--- config.mk ---
export PLATFORM = sky130hd
export DESIGN_NAME = muldiv_unit_flat
export DESIGN_NICKNAME = d
export VERILOG_FILES = /design/src/rtl/muldiv_unit_pkg.sv /design/src/rtl/muldiv_unit_if.sv /design/src/rtl/muldiv_unit.sv /design/src/flat_wrapper.sv
export SDC_FILE = /design/constraint.sdc
export NUM_CORES = 1
export LEC_CHECK = 0
export CORE_UTILIZATION = 40
export CTS_CLUSTER_DIAMETER = 30
export DETAILED_ROUTE_END_ITERATION = 8
export PLACE_DENSITY = 0.65
export SLEW_MARGIN = 15
export SYNTH_ARGS = -nofsm -noshare
export SYNTH_HDL_FRONTEND = slang
export SYNTH_SLANG_ARGS = --single-unit
--- constraint.sdc ---
create_clock -name clock -period 10.1 [get_ports clock]
set_input_delay 1.515 -clock clock [delete_from_list [all_inputs] [get_ports clock]]
set_output_delay 1.515 -clock clock [all_outputs]
set_load 0.005 [all_outputs]
--- src/rtl/muldiv_unit_pkg.sv ---
// Shared M-extension encodings and operand-signedness helpers for the
// iterative multiply/divide unit.
package muldiv_unit_pkg;

    localparam int FUNCT3_W = 3;

    localparam logic [FUNCT3_W-1:0] FUNCT3_MUL    = 3'b000;
    localparam logic [FUNCT3_W-1:0] FUNCT3_MULH   = 3'b001;
    localparam logic [FUNCT3_W-1:0] FUNCT3_MULHSU = 3'b010;
    localparam logic [FUNCT3_W-1:0] FUNCT3_MULHU  = 3'b011;
    localparam logic [FUNCT3_W-1:0] FUNCT3_DIV    = 3'b100;
    localparam logic [FUNCT3_W-1:0] FUNCT3_DIVU   = 3'b101;
    localparam logic [FUNCT3_W-1:0] FUNCT3_REM    = 3'b110;
    localparam logic [FUNCT3_W-1:0] FUNCT3_REMU   = 3'b111;

    typedef enum logic [1:0] {
        MD_IDLE = 2'd0,
        MD_RUN  = 2'd1,
        MD_DONE = 2'd2
    } md_state_e;

    function automatic logic is_div(input logic [FUNCT3_W-1:0] f);
        return f[2];
    endfunction

    function automatic logic is_rem(input logic [FUNCT3_W-1:0] f);
        return f[2] & f[1];
    endfunction

    function automatic logic rs1_signed(input logic [FUNCT3_W-1:0] f);
        return f inside {FUNCT3_MULH, FUNCT3_MULHSU, FUNCT3_DIV, FUNCT3_REM};
    endfunction

    function automatic logic rs2_signed(input logic [FUNCT3_W-1:0] f);
        return f inside {FUNCT3_MULH, FUNCT3_DIV, FUNCT3_REM};
    endfunction

endpackage

--- src/rtl/muldiv_unit_if.sv ---
// Request/response bundle between the EX stage and the multiply/divide unit.
interface muldiv_unit_if
    import muldiv_unit_pkg::*;
#(
    parameter int XLEN = 32
);
    logic                start;
    logic [FUNCT3_W-1:0] funct3;
    logic [XLEN-1:0]     rs1;
    logic [XLEN-1:0]     rs2;
    logic                flush;
    logic                busy;
    logic                done;
    logic [XLEN-1:0]     result;

    modport master (output start, funct3, rs1, rs2, flush, input busy, done, result);
    modport slave  (input start, funct3, rs1, rs2, flush, output busy, done, result);
endinterface

--- src/rtl/muldiv_unit.sv ---
// Iterative RV32M multiply/divide: shift-add multiply and restoring divide on
// operand magnitudes, one bit per cycle, sign restored when entering DONE.
module muldiv_unit
    import muldiv_unit_pkg::*;
#(
    parameter int XLEN  = 32,
    parameter int CNT_W = 6     // 2**CNT_W must exceed XLEN
) (
    input logic          clock,
    input logic          reset,
    muldiv_unit_if.slave bus
);
    localparam logic [XLEN-1:0]  MIN_NEG = {1'b1, {(XLEN-1){1'b0}}};
    localparam logic [CNT_W-1:0] LAST    = CNT_W'(XLEN - 1);

    md_state_e           state, state_nxt;
    logic [FUNCT3_W-1:0] op;
    logic                neg_res;
    logic [2*XLEN-1:0]   acc;      // mul: {partial product, multiplier}; div: low half = dividend/quotient
    logic [XLEN:0]       rem;
    logic [XLEN-1:0]     opb;      // multiplicand or divisor magnitude
    logic [CNT_W-1:0]    cnt;
    logic                busy, done;
    logic [XLEN-1:0]     result;

    assign bus.busy   = busy;
    assign bus.done   = done;
    assign bus.result = result;

    function automatic logic [XLEN-1:0] mag(input logic [XLEN-1:0] v, input logic neg);
        return neg ? -v : v;
    endfunction

    logic            accept, sign_a, sign_b, div_zero, div_ovf, special;
    logic [XLEN-1:0] abs_a, abs_b, special_res;

    always_comb begin
        accept   = (state == MD_IDLE) && bus.start && !bus.flush;
        sign_a   = rs1_signed(bus.funct3) && bus.rs1[XLEN-1];
        sign_b   = rs2_signed(bus.funct3) && bus.rs2[XLEN-1];
        abs_a    = mag(bus.rs1, sign_a);
        abs_b    = mag(bus.rs2, sign_b);
        div_zero = (bus.rs2 == '0);
        div_ovf  = (bus.funct3 == FUNCT3_DIV || bus.funct3 == FUNCT3_REM) &&
                   (bus.rs1 == MIN_NEG) && (bus.rs2 == '1);
        special  = is_div(bus.funct3) && (div_zero || div_ovf);
        special_res = '0;
        case (bus.funct3)
            FUNCT3_DIV, FUNCT3_DIVU: special_res = div_zero ? '1 : MIN_NEG;
            FUNCT3_REM, FUNCT3_REMU: special_res = div_zero ? bus.rs1 : '0;
            default:                 special_res = '0;
        endcase
    end

    logic [XLEN:0]     mul_sum;
    logic [2*XLEN-1:0] mul_nxt, prod;
    logic [XLEN+1:0]   div_trial, div_diff;
    logic              q_bit;
    logic [XLEN:0]     rem_nxt;
    logic [XLEN-1:0]   quo_nxt, fin_res;

    // Final-iteration values feed the result directly so it lands with done.
    always_comb begin
        mul_sum   = {1'b0, acc[2*XLEN-1:XLEN]} + (acc[0] ? {1'b0, opb} : '0);
        mul_nxt   = {mul_sum, acc[XLEN-1:1]};
        prod      = neg_res ? -mul_nxt : mul_nxt;
        div_trial = {rem, acc[XLEN-1]};
        div_diff  = div_trial - {2'b00, opb};
        q_bit     = !div_diff[XLEN+1];
        rem_nxt   = q_bit ? div_diff[XLEN:0] : div_trial[XLEN:0];
        quo_nxt   = {acc[XLEN-2:0], q_bit};
        fin_res   = '0;
        case (op)
            FUNCT3_MUL:                              fin_res = prod[XLEN-1:0];
            FUNCT3_MULH, FUNCT3_MULHSU, FUNCT3_MULHU: fin_res = prod[2*XLEN-1:XLEN];
            FUNCT3_DIV, FUNCT3_DIVU:                 fin_res = mag(quo_nxt, neg_res);
            FUNCT3_REM, FUNCT3_REMU:                 fin_res = mag(rem_nxt[XLEN-1:0], neg_res);
            default:                                 fin_res = '0;
        endcase
    end

    always_comb begin
        state_nxt = state;
        case (state)
            MD_IDLE: if (accept) state_nxt = special ? MD_DONE : MD_RUN;
            MD_RUN:  if (cnt == LAST) state_nxt = MD_DONE;
            MD_DONE: state_nxt = MD_IDLE;
            default: state_nxt = MD_IDLE;
        endcase
        if (bus.flush) state_nxt = MD_IDLE;
    end

    always_ff @(posedge clock or negedge reset) begin
        if (!reset) state <= MD_IDLE;
        else        state <= state_nxt;
    end

    always_ff @(posedge clock or negedge reset) begin
        if (!reset) begin
            busy    <= 1'b0;
            done    <= 1'b0;
            result  <= '0;
            op      <= '0;
            neg_res <= 1'b0;
            acc     <= '0;
            rem     <= '0;
            opb     <= '0;
            cnt     <= '0;
        end else begin
            busy <= (state_nxt != MD_IDLE);
            done <= (state_nxt == MD_DONE);
            case (state)
                MD_IDLE: if (accept) begin
                    op      <= bus.funct3;
                    neg_res <= is_rem(bus.funct3) ? sign_a : (sign_a ^ sign_b);
                    acc     <= {{XLEN{1'b0}}, is_div(bus.funct3) ? abs_a : abs_b};
                    opb     <= is_div(bus.funct3) ? abs_b : abs_a;
                    rem     <= '0;
                    cnt     <= '0;
                    if (special) result <= special_res;
                end
                MD_RUN: if (!bus.flush) begin
                    cnt <= cnt + CNT_W'(1);
                    if (is_div(op)) begin
                        acc[XLEN-1:0] <= quo_nxt;
                        rem           <= rem_nxt;
                    end else begin
                        acc <= mul_nxt;
                    end
                    if (cnt == LAST) result <= fin_res;
                end
                default: ;
            endcase
        end
    end

endmodule

--- src/flat_wrapper.sv ---
// flat-port wrapper written by rule: the top's interface ports become plain ports
module muldiv_unit_flat import muldiv_unit_pkg::*;
#(
    parameter int XLEN  = 32,
    parameter int CNT_W = 6                                 
)
  (clock, reset, bus_start, bus_funct3, bus_rs1, bus_rs2, bus_flush, bus_busy, bus_done, bus_result);
  muldiv_unit_if #(.XLEN(XLEN)) bus_i ();
  input logic clock;
  input logic reset;
  input wire logic [$bits(bus_i.start)-1:0] bus_start;
  input wire logic [$bits(bus_i.funct3)-1:0] bus_funct3;
  input wire logic [$bits(bus_i.rs1)-1:0] bus_rs1;
  input wire logic [$bits(bus_i.rs2)-1:0] bus_rs2;
  input wire logic [$bits(bus_i.flush)-1:0] bus_flush;
  output wire logic [$bits(bus_i.busy)-1:0] bus_busy;
  output wire logic [$bits(bus_i.done)-1:0] bus_done;
  output wire logic [$bits(bus_i.result)-1:0] bus_result;
  assign bus_i.start = bus_start;
  assign bus_i.funct3 = bus_funct3;
  assign bus_i.rs1 = bus_rs1;
  assign bus_i.rs2 = bus_rs2;
  assign bus_i.flush = bus_flush;
  assign bus_busy = bus_i.busy;
  assign bus_done = bus_i.done;
  assign bus_result = bus_i.result;
  muldiv_unit #(.XLEN(XLEN), .CNT_W(CNT_W)) u_core (.clock(clock), .reset(reset), .bus(bus_i));
endmodule
Word-level counts from Yosys, hierarchy flattened
Cells that the tools add are included.
W data, S select, Z words.
- bitwise logic cells: 2
- $add $sub $neg: 8
- reductions and logical operators: 28
- muxes and demuxes: 36
- equal/unequal tests: 24
- operator list (cell ; number):
    $mux W32 ; 14
    $mux W64 ; 3
    $mux W33 ; 4
    $neg A32 Y32 ; 4
    $pmux W32 S2 ; 2
    $pmux W32 S4 ; 1
    $pmux W64 S2 ; 1
    $pmux W33 S2 ; 1
    $eq A32 B32 Y1 const B ; 2
    $neg A64 Y64 ; 1
    $sub A34 B32 Y34 ; 1
    $add A32 B33 Y33 ; 1
    $logic_not A32 Y1 ; 1
    $mux W31 ; 1
    $eq A3 B3 Y1 const B ; 8
    $mux W6 ; 2
    $pmux W6 S2 ; 1
    $eq A3 B2 Y1 const B ; 3
    $mux W2 ; 4
    $ne A2 B1 Y1 const B ; 4
    $reduce_and A4 Y1 ; 2
    $reduce_or A2 Y1 ; 4
    $logic_and A1 B1 Y1 ; 7
    $add A6 B1 Y6 const B ; 1
    other kinds (20) ; 25
- flip-flop bits (word level): 175
- logic and storage cells: 109

Logic depth before layout (Yosys ltp)
Gate-level depths: netlist (run 1).
- depth in word-level cells: 11
- mapped depth: 24
- depth with buffers taken out: 20

Worst setup path after synthesis (run 1)
OpenSTA, ideal clock, no wires.
- path type: register to register
- from: register u_core.rem[5]
- to: register u_core.result[30] (netlist: u_core.bus.result[30])
- required time: 9.966 ns
- clock period less this slack: 5.184 ns
- path buffers: 4
- arrival: 5.050 ns
- stages on the path, launching flop included: 21
- library setup time: 0.134 ns
- setup slack: 4.916 ns
- cell sequence: dfrtp_1 ha_1 clkbuf_1 a21oi_1 o21ai_1 or2_2 o21ai_1 o221a_2 buf_2 buf_1 buf_1 a21oi_1 inv_1 ha_1 inv_1 nor3_2 or4b_4 o31a_1 or3_4 a2111oi_0 a21oi_1
- cells in the longest elaborated chain, start to end: 8
- elaborated cells on any way between the ends: 11
- those cells by class: add/sub: 3; mux: 7; reduce/logical: 1
- RTL lines (item ; line ; text):
    start, declared ; muldiv_unit.sv:20 ; logic [XLEN:0] rem;
    start signal, assigned ; muldiv_unit.sv:126 ; rem <= rem_nxt;
    $sub A34 B32 Y34 ; muldiv_unit.sv:68 ; div_diff = div_trial - {2'b00, opb};
    $mux W33 / $logic_not A1 Y1 (equally long branches) ; muldiv_unit.sv:70, muldiv_unit.sv:69 ;
    $neg A32 Y32 ; muldiv_unit.sv:31 ; return neg ? -v : v;
    $mux W32 ; muldiv_unit.sv:31 ;
    $pmux W32 S4 (*) ; muldiv_unit.sv:73 ; case (op)
    $mux W32 (*) ; muldiv_unit.sv:130 ; if (cnt == LAST) result <= fin_res;
    $mux W32 (*) ; muldiv_unit.sv:122 ; MD_RUN: if (!bus.flush) begin
    $pmux W32 S2 (*) ; muldiv_unit.sv:112 ; case (state)
    end signal, assigned ; muldiv_unit.sv:120 ; if (special) result <= special_res;
    end signal, assigned ; muldiv_unit.sv:130 ;
    end, declared ; muldiv_unit.sv:24 ; logic [XLEN-1:0] result;
Mark *: on every way between the ends. The rest lies on a longest branch, timed or not. The select of a mux whose other input is x is not followed.
A chain may end at the register's enable or synchronous reset.

Final worst setup path (run 1)
- from: register u_core.opb[6]
- to: register u_core.result[28] (netlist: u_core.bus.result[28])
- cells in the longest elaborated chain, start to end: 8
- elaborated cells on any way between the ends: 15
- those cells by class: add/sub: 5; mux: 9; reduce/logical: 1
- RTL lines (item ; line ; text):
    start, declared ; muldiv_unit.sv:21 ; logic [XLEN-1:0] opb;
    start signal, assigned ; muldiv_unit.sv:117 ; opb <= is_div(bus.funct3) ? abs_b : abs_a;
    $mux W32 / $sub A34 B32 Y34 (equally long branches) ; muldiv_unit.sv:64, muldiv_unit.sv:68 ;
    $add A32 B33 Y33 (tied with other cells) ; muldiv_unit.sv:64 ; mul_sum = {1'b0, acc[2*XLEN-1:XLEN]} + (acc[0] ? {1'b0, opb} : '0);
    $neg A64 Y64 / $neg A32 Y32 (equally long branches) ; muldiv_unit.sv:66, muldiv_unit.sv:31 ;
    $mux W64 / $mux W32 (equally long branches) ; muldiv_unit.sv:66, muldiv_unit.sv:31 ;
    $pmux W32 S4 (*) ; muldiv_unit.sv:73 ;
    $mux W32 (*) ; muldiv_unit.sv:130 ;
    $mux W32 (*) ; muldiv_unit.sv:122 ;
    $pmux W32 S2 (*) ; muldiv_unit.sv:112 ;
Marks and branches as above.

==> impl_metrics.csv, run 1 <==
group,metric,value,unit
critical_path,crit_type,"reg -> reg",
timing,skew,0.0166,ns
global_routing,grt_overflow,0,
final_layout,fin_area,0.0202,mm2
global_routing,antenna_found_initial,0,
critical_path,setup.worst_path.end,"u_core.bus.result[28]$_DFFE_PN0P_",
clock_tree,postCtsSetupRepairBufs,0,
routing,routed_via_density,6.42,
yosys,synth_top_cell_by_area,"dfrtp_1",
timing,drv_slew,0,
timing,fmax,168,MHz
routing,dr.pass1.iters,8,
critical_path,startpoint_type,"register",
placed_design,hpwl,58700,um
critical_path,rrSetupSlack,4.14,ns
placed_design,gp_congestion,1.05,
die,core_area,0.0445,mm2
yosys,ys_seq_area_share,24.1,%
final_layout,nets,2579,
power,p_leak,0.00810,uW
power,seqPwrFrac,29.2,%
timing,min_period_over_period,59.0,%
yosys,synth_compound_area_share,29.3,%
global_routing,grt_max_degree,72,
power,p_sw,1410,uW
critical_path,worst-path-stages,19,
clock_tree,cts_hold_buf,0,
critical_path,path_buf_inv,3,
yosys,yosysWarnings,0,
yosys,synth_xor_area_share,10.1,%
critical_path,crit_path_end_kind,"register",
job,maxCapViolCount,0,
power,irDropWorstVdd,0.137,mV
routing,ant_nets,0,
yosys,async_flop_share,100,%
die,die_area,0.0462,mm2
power,p_per_area,152,mW/mm2
yosys,synth_most_common_cell,"nand2_1",
yosys,synth_commonest_cells,"nand2_1, o21ai_0, nor2_1",
final_layout,nFillCells,4491,
critical_path,worst_ep_arrival_time,6.35,ns
die,die-height,215,um
min_path,hold_class,"reg -> reg",
timing,min_period,5.96,ns
yosys,synth_top_family_by_area,"compound AO/OA/AOI/OAI gates",
critical_path,required,10.49,ns
critical_path,crit_path_max_incr_delay,0.55,ns
yosys,syn_nets,2596,
power,comb_power_share,47.1,%
critical_path,crit_family,"compound AO/OA/AOI/OAI gates",
outcome,status,"complete, no violations",
yosys,synth-simple-area-share,22.1,%
clock_tree,root_buffer,"clkbuf_16",
placed_design,place_ws,4.36,ns
critical_path,r2r_end,"u_core.bus.result[28]$_DFFE_PN0P_",
routing,drt_iter0_drc,2527,
power,p_int,1660,uW
yosys,synthDistinctLibCells,97,
critical_path,r2r_cells,19,
yosys,synthMuxAreaShare,4.17,%
yosys,synthFlopType,"dfrtp_1",
timing,rsz0062_at_grt,"no",
routing,finalWirelength,75600,um
critical_path,worstPathCellList,"inv_1 -> ha_1 -> a21oi_1 -> o21ai_1 -> or2_2 -> o21ai_1 -> o221a_2 -> inv_1 -> mux2i_1 -> ha_1 -> inv_1 -> nor3_2 -> or4b_4 -> o31a_1 -> nor4b_1 -> nor2_1 -> xor2_1 -> o221a_1 -> o21ai_2",
critical_path,cp_max_fo,18,
timing,worst_hold_slack,0.488,ns
timing,hold_viol,0,
final_layout,multi_input_comb_area,0.0129,mm2
placed_design,portBuffers,104,
min_path,min_from,"u_core.opb[10]$_DFFE_PN0P_",
yosys,ys_ff_latch,175,
timing,final-setup-viol-count,0,
yosys,synth_cells,2452,
global_routing,grt_use_total,32.3,%
final_layout,seqCellArea,0.00438,mm2
timing,slew_headroom,20.6,%
yosys,yosysTopAreaCellShare,24.1,%
clock_tree,clock_sinks,175,
final_layout,drive_gt1_share,5.02,%
final_layout,n_antenna_cell,0,
critical_path,worstSetupStartpoint,"u_core.opb[6]$_DFFE_PN0P_",
yosys,synthAdderAreaFrac,5.12,%
power,power_frac_clock,23.7,%
clock_tree,clkLatencyLatePin,0.50,ns
clock_tree,clockBufferDepth,2,
die,io_pins,105,
die,die_w,215,um
routing,drc_errors,0,
clock_tree,cts-resized-gates,0,
clock_tree,h-tree-depth,4,
timing,setup_ws,4.14,ns
yosys,synth-edff-count,0,
critical_path,cp_common_cell,"inv_1",
timing,finalSetupTns,0,ns
routing,wl_per_cell,24.9,um
timing,tightest_slew,1.19,ns
final_layout,area_growth,11.1,%
power,netSwitchingFraction,45.9,%
yosys,synthTopCellsByArea,"dfrtp_1, o21ai_0, nand2_1, xnor2_1, a21oi_1",
yosys,syn_area,0.0181,mm2
placed_design,place_area,0.0195,mm2
die,initial_core_util,40.8,%
clock_tree,cts.clk_slew.worst_paths,0.08,ns
clock_tree,cts_buffers,17,
clock_tree,cts_tree,"done",
critical_path,slowest_stage,"o221a_2",
routing,num_vias,19522,
die,rows,77,
global_routing,grt_pass1_vias,18139,
global_routing,grt_first_pass_wirelength,114000,um
yosys,syn_avg_cell_area,7.40,um2
critical_path,r2r_start,"u_core.opb[6]$_DFFE_PN0P_",
[tightest hold or removal path, stage by stage (launching register included)]
cell and delay [ns]:
dfrtp_1 0.35, nand2_1 0.05, o21ai_0 0.06
[cells by family (layout without fill, tap and decap cells)]
logic type                 Yosys count  after routing
AOI/OAI and AO/OA                  838            838
xor gates and xnor gates           209            209
adders and majority gates           73             73
buffers and inverters              241            237
DFF                                175            175
muxes                               73             73
and+or+nand+nor                    843            843
[state kept, by name (all words and copies together), names as in the netlist]
name	count
u_core.bus.result	32
u_core.rem	33
u_core.bus.done	1
u_core.neg_res	1
u_core.acc	64
u_core.cnt	6
u_core.opb	32
u_core.bus.busy	1
u_core.state	2
u_core.op	3
[per-layer routing]
layer / track usage, % / part of all wire (%) / vias to the layer above
met5: 0 / 0 / -
met4: 15.0 / 4.8 / 0
met3: 5.77 / 9.2 / 158
met2: 49.1 / 43 / 1071
met1: 44.3 / 43 / 9394
li1: - / - / 8899
[stage by stage]
step	total power, uW	util [%]	std cells
3_3_place_gp	2290	43.9	3008
6_report	3070	45.3	3040
2_1_floorplan	1810	-	2452
4_1_cts	3030	45.3	3040
3_5_place_dp	2300	43.9	3008
5_1_grt	3210	45.3	3040
[cell usage in the layout, fill, tap and decap left out, types with 32 or more instances in the layout]
| master | Yosys | layout |
|---|---|---|
| inv_1 | 71 | 71 |
| nand3_1 | 39 | 39 |
| o22ai_1 | 40 | 40 |
| o211ai_1 | 33 | 33 |
| a21oi_1 | 187 | 187 |
| clkdlybuf4s50_1 | 0 | 102 |
| nand2_1 | 300 | 299 |
| xor2_1 | 97 | 97 |
| xnor2_1 | 112 | 112 |
| dfrtp_1 | 175 | 173 |
| nand4_1 | 32 | 32 |
| nor3_1 | 59 | 59 |
| nor2_1 | 216 | 213 |
| or3_1 | 40 | 40 |
| mux2i_1 | 61 | 61 |
| o21ai_0 | 263 | 262 |
| o31ai_1 | 39 | 39 |
| ha_1 | 71 | 71 |
[power groups by stage]
stage               logic (uW)  clock network, uW  registers, uW
floorplan                  995                  0            815
global placement          1390                  0            901
detailed placement        1400                  0            903
CTS                       1400                739            889
global route              1540                758            905
finish                    1450                730            897
[how the worst min path moves through the flow]
| stage | cells past startpoint | endpoint | slack [ns] |
|---|---|---|---|
| floorplan | 1 | u_core.state[0]$_DFF_PN0_ | 0.45 |
| global placement | 2 | u_core.opb[10]$_DFFE_PN0P_ | 0.46 |
| detailed placement | 2 | u_core.opb[10]$_DFFE_PN0P_ | 0.47 |
| CTS | 2 | u_core.opb[10]$_DFFE_PN0P_ | 0.49 |
| global route | 2 | u_core.opb[2]$_DFFE_PN0P_ | 0.51 |
| finish | 2 | u_core.opb[10]$_DFFE_PN0P_ | 0.49 |
[final cells by class]
class	count	share of cell area, %
multi-input combinational	2036	64.0
tap	592	3.67
inverter	73	1.36
clock buffer	20	2.31
timing repair buffer	132	6.20
sequential	175	21.7
clock inverter	12	0.732
(Power assumes the default switching activity.)
==> run 2: changes to the inputs <==
==> constraint.sdc (replaced) <==
create_clock -name clock -period 5.6 [get_ports clock]
set_input_delay 0.84 -clock clock [delete_from_list [all_inputs] [get_ports clock]]
set_output_delay 0.84 -clock clock [all_outputs]
set_load 0.005 [all_outputs]
==> impl_metrics.csv, run 2 (synthesized netlist as in run 1, its figures left out) <==
group,metric,value,unit
outcome,status,"complete, no violations",
power,p_per_area,273,mW/mm2
routing,wl_per_cell,24.0,um
clock_tree,cts_tree,"done",
clock_tree,clkLatencyLatePin,0.50,ns
timing,finalSetupTns,0,ns
timing,rsz0062_at_grt,"no",
critical_path,crit_type,"reg -> reg",
job,maxCapViolCount,0,
die,rows,77,
routing,num_vias,19631,
global_routing,grt_first_pass_wirelength,112000,um
critical_path,r2r_start,"u_core.acc[0]$_DFFE_PN0P_",
clock_tree,cts_buffers,17,
timing,tightest_slew,1.15,ns
clock_tree,h-tree-depth,4,
placed_design,portBuffers,104,
timing,final-setup-viol-count,0,
routing,drc_errors,0,
final_layout,fin_area,0.0205,mm2
clock_tree,root_buffer,"clkbuf_16",
critical_path,rrSetupSlack,0.27,ns
placed_design,gp_congestion,1.02,
global_routing,grt_overflow,0,
clock_tree,clock_sinks,175,
routing,routed_via_density,6.38,
critical_path,startpoint_type,"register",
final_layout,drive_gt1_share,6.60,%
die,core_area,0.0445,mm2
placed_design,hpwl,57800,um
critical_path,worst_ep_arrival_time,5.70,ns
final_layout,nets,2615,
timing,drv_slew,0,
timing,slew_headroom,23.3,%
routing,dr.pass1.iters,8,
routing,drt_iter0_drc,2164,
critical_path,r2r_cells,17,
final_layout,largest_reg_flops,64,
die,die-height,215,um
global_routing,antenna_found_initial,3,
min_path,hold_class,"in -> async",
critical_path,cp_max_fo,12,
global_routing,grt_max_degree,108,
critical_path,crit_path_end_kind,"register",
final_layout,layout_commonest_cell,"nand2_1",
timing,min_period,5.33,ns
timing,hold_viol,0,
timing,min_period_over_period,95.2,%
clock_tree,cts_hold_buf,0,
final_layout,final_util,46.0,%
placed_design,place_area,0.0198,mm2
critical_path,required,5.97,ns
final_layout,regMostFlops,"u_core.acc",
die,io_pins,105,
power,finalPower,5590,uW
timing,worst_hold_slack,0.450,ns
final_layout,nFillCells,4472,
global_routing,grt_use_total,31.6,%
clock_tree,clockBufferDepth,2,
die,die_w,215,um
die,die_area,0.0462,mm2
routing,ant_nets,0,
global_routing,grt_pass1_vias,18185,
critical_path,r2r_end,"u_core.bus.result[20]$_DFFE_PN0P_",
final_layout,area_growth,12.8,%
die,initial_core_util,40.8,%
routing,finalWirelength,74000,um
timing,fmax,188,MHz
clock_tree,cts.clk_slew.worst_paths,0.07,ns
final_layout,final_cell_mix,"nand2_1, o21ai_0, nor2_1, a21oi_1, dfrtp_1",
power,p_leak,0.00829,uW
final_layout,reg_top3,"u_core.acc x64, u_core.rem x33",
power,irDropWorstVdd,0.190,mV
timing,skew,0.0184,ns
run 2: cell types whose count changed in the layout (fill, tap and decap cells not counted), sizes merged:
| cell | change |
|---|---|
| inv | +1 |
| clkinvlp | +1 |
| buf | +36 |
| diode | +1 |
| bufinv | +1 |
| clkinv | -1 |
| clkbuf | -2 |
run 2: per-layer routing:
metal / track usage (%) / part of all wire [%] / wire length, um / vias to the layer above
li1: - / - / - / 8967
met1: 43.2 / 42 / 31400 / 9460
met2: 46.1 / 42 / 31300 / 1043
met3: 6.27 / 9.5 / 7050 / 159
met4: 17.8 / 5.7 / 4200 / 2
met5: 0 / 0.019 / 14 / -
run 2: where the power goes:
group | total, uW | switching [uW] | internal (uW)
logic | 2620 | 1690 | 932
registers | 1620 | 221 | 1400
clock network | 1350 | 621 | 731
run 2: stage by stage:
stage / worst slack (ns) / cells
finish: 0.271 / 3077
detailed placement: 0.279 / 3044
CTS: 0.281 / 3076
global route: 0.0367 / 3076
floorplan: 0.416 / 2452
global placement: 0.451 / 3044
run 2: what timing repair did:
item | CTS | global route
buffers inserted | 0 | 0
hold endpoints to repair | 0 | 0
resized for setup | 0 | 9
endpoints found under the setup margin | 0 | 8
run 2: critical path, stage by stage (launching register included):
cell,delay [ns]
dfrtp_1,0.56
clkinvlp_4,0.36
nor2_1,0.19
buf_4,0.18
ha_1,0.28
o21ai_0,0.21
o21a_1,0.26
or4_1,0.59
buf_4,0.20
a21o_1,0.17
a222oi_1,0.44
nand4_1,0.35
o41ai_1,0.39
xor2_1,0.12
o21ai_0,0.29
o21ai_0,0.14
a22oi_1,0.34
o21ai_0,0.13
run 2: worst max path at each step:
stage,startpoint,to,slack [ns],cells after the start
after floorplan,u_core.rem[5]$_DFFE_PN0P_,u_core.bus.result[30]$_DFFE_PN0P_,0.42,20
after global placement,u_core.acc[0]$_DFFE_PN0P_,u_core.bus.result[20]$_DFFE_PN0P_,0.45,16
after detailed placement,u_core.rem[10]$_DFFE_PN0P_,u_core.bus.result[28]$_DFFE_PN0P_,0.28,18
after CTS,u_core.rem[10]$_DFFE_PN0P_,u_core.bus.result[28]$_DFFE_PN0P_,0.28,18
after global routing,u_core.acc[0]$_DFFE_PN0P_,u_core.bus.result[28]$_DFFE_PN0P_,0.04,16
final,u_core.acc[0]$_DFFE_PN0P_,u_core.bus.result[20]$_DFFE_PN0P_,0.27,17
run 2: cell type report:
type	count	area (um2)	area share [%]
Antenna cell	1	2.50	0.0122
Inverter	73	278	1.36
Clock inverter	14	198	0.965
Multi-Input combinational cell	2036	12900	63.1
Timing Repair Buffer	168	1520	7.42
Sequential cell	175	4380	21.4
Clock buffer	18	439	2.14
Tap cell	592	741	3.62
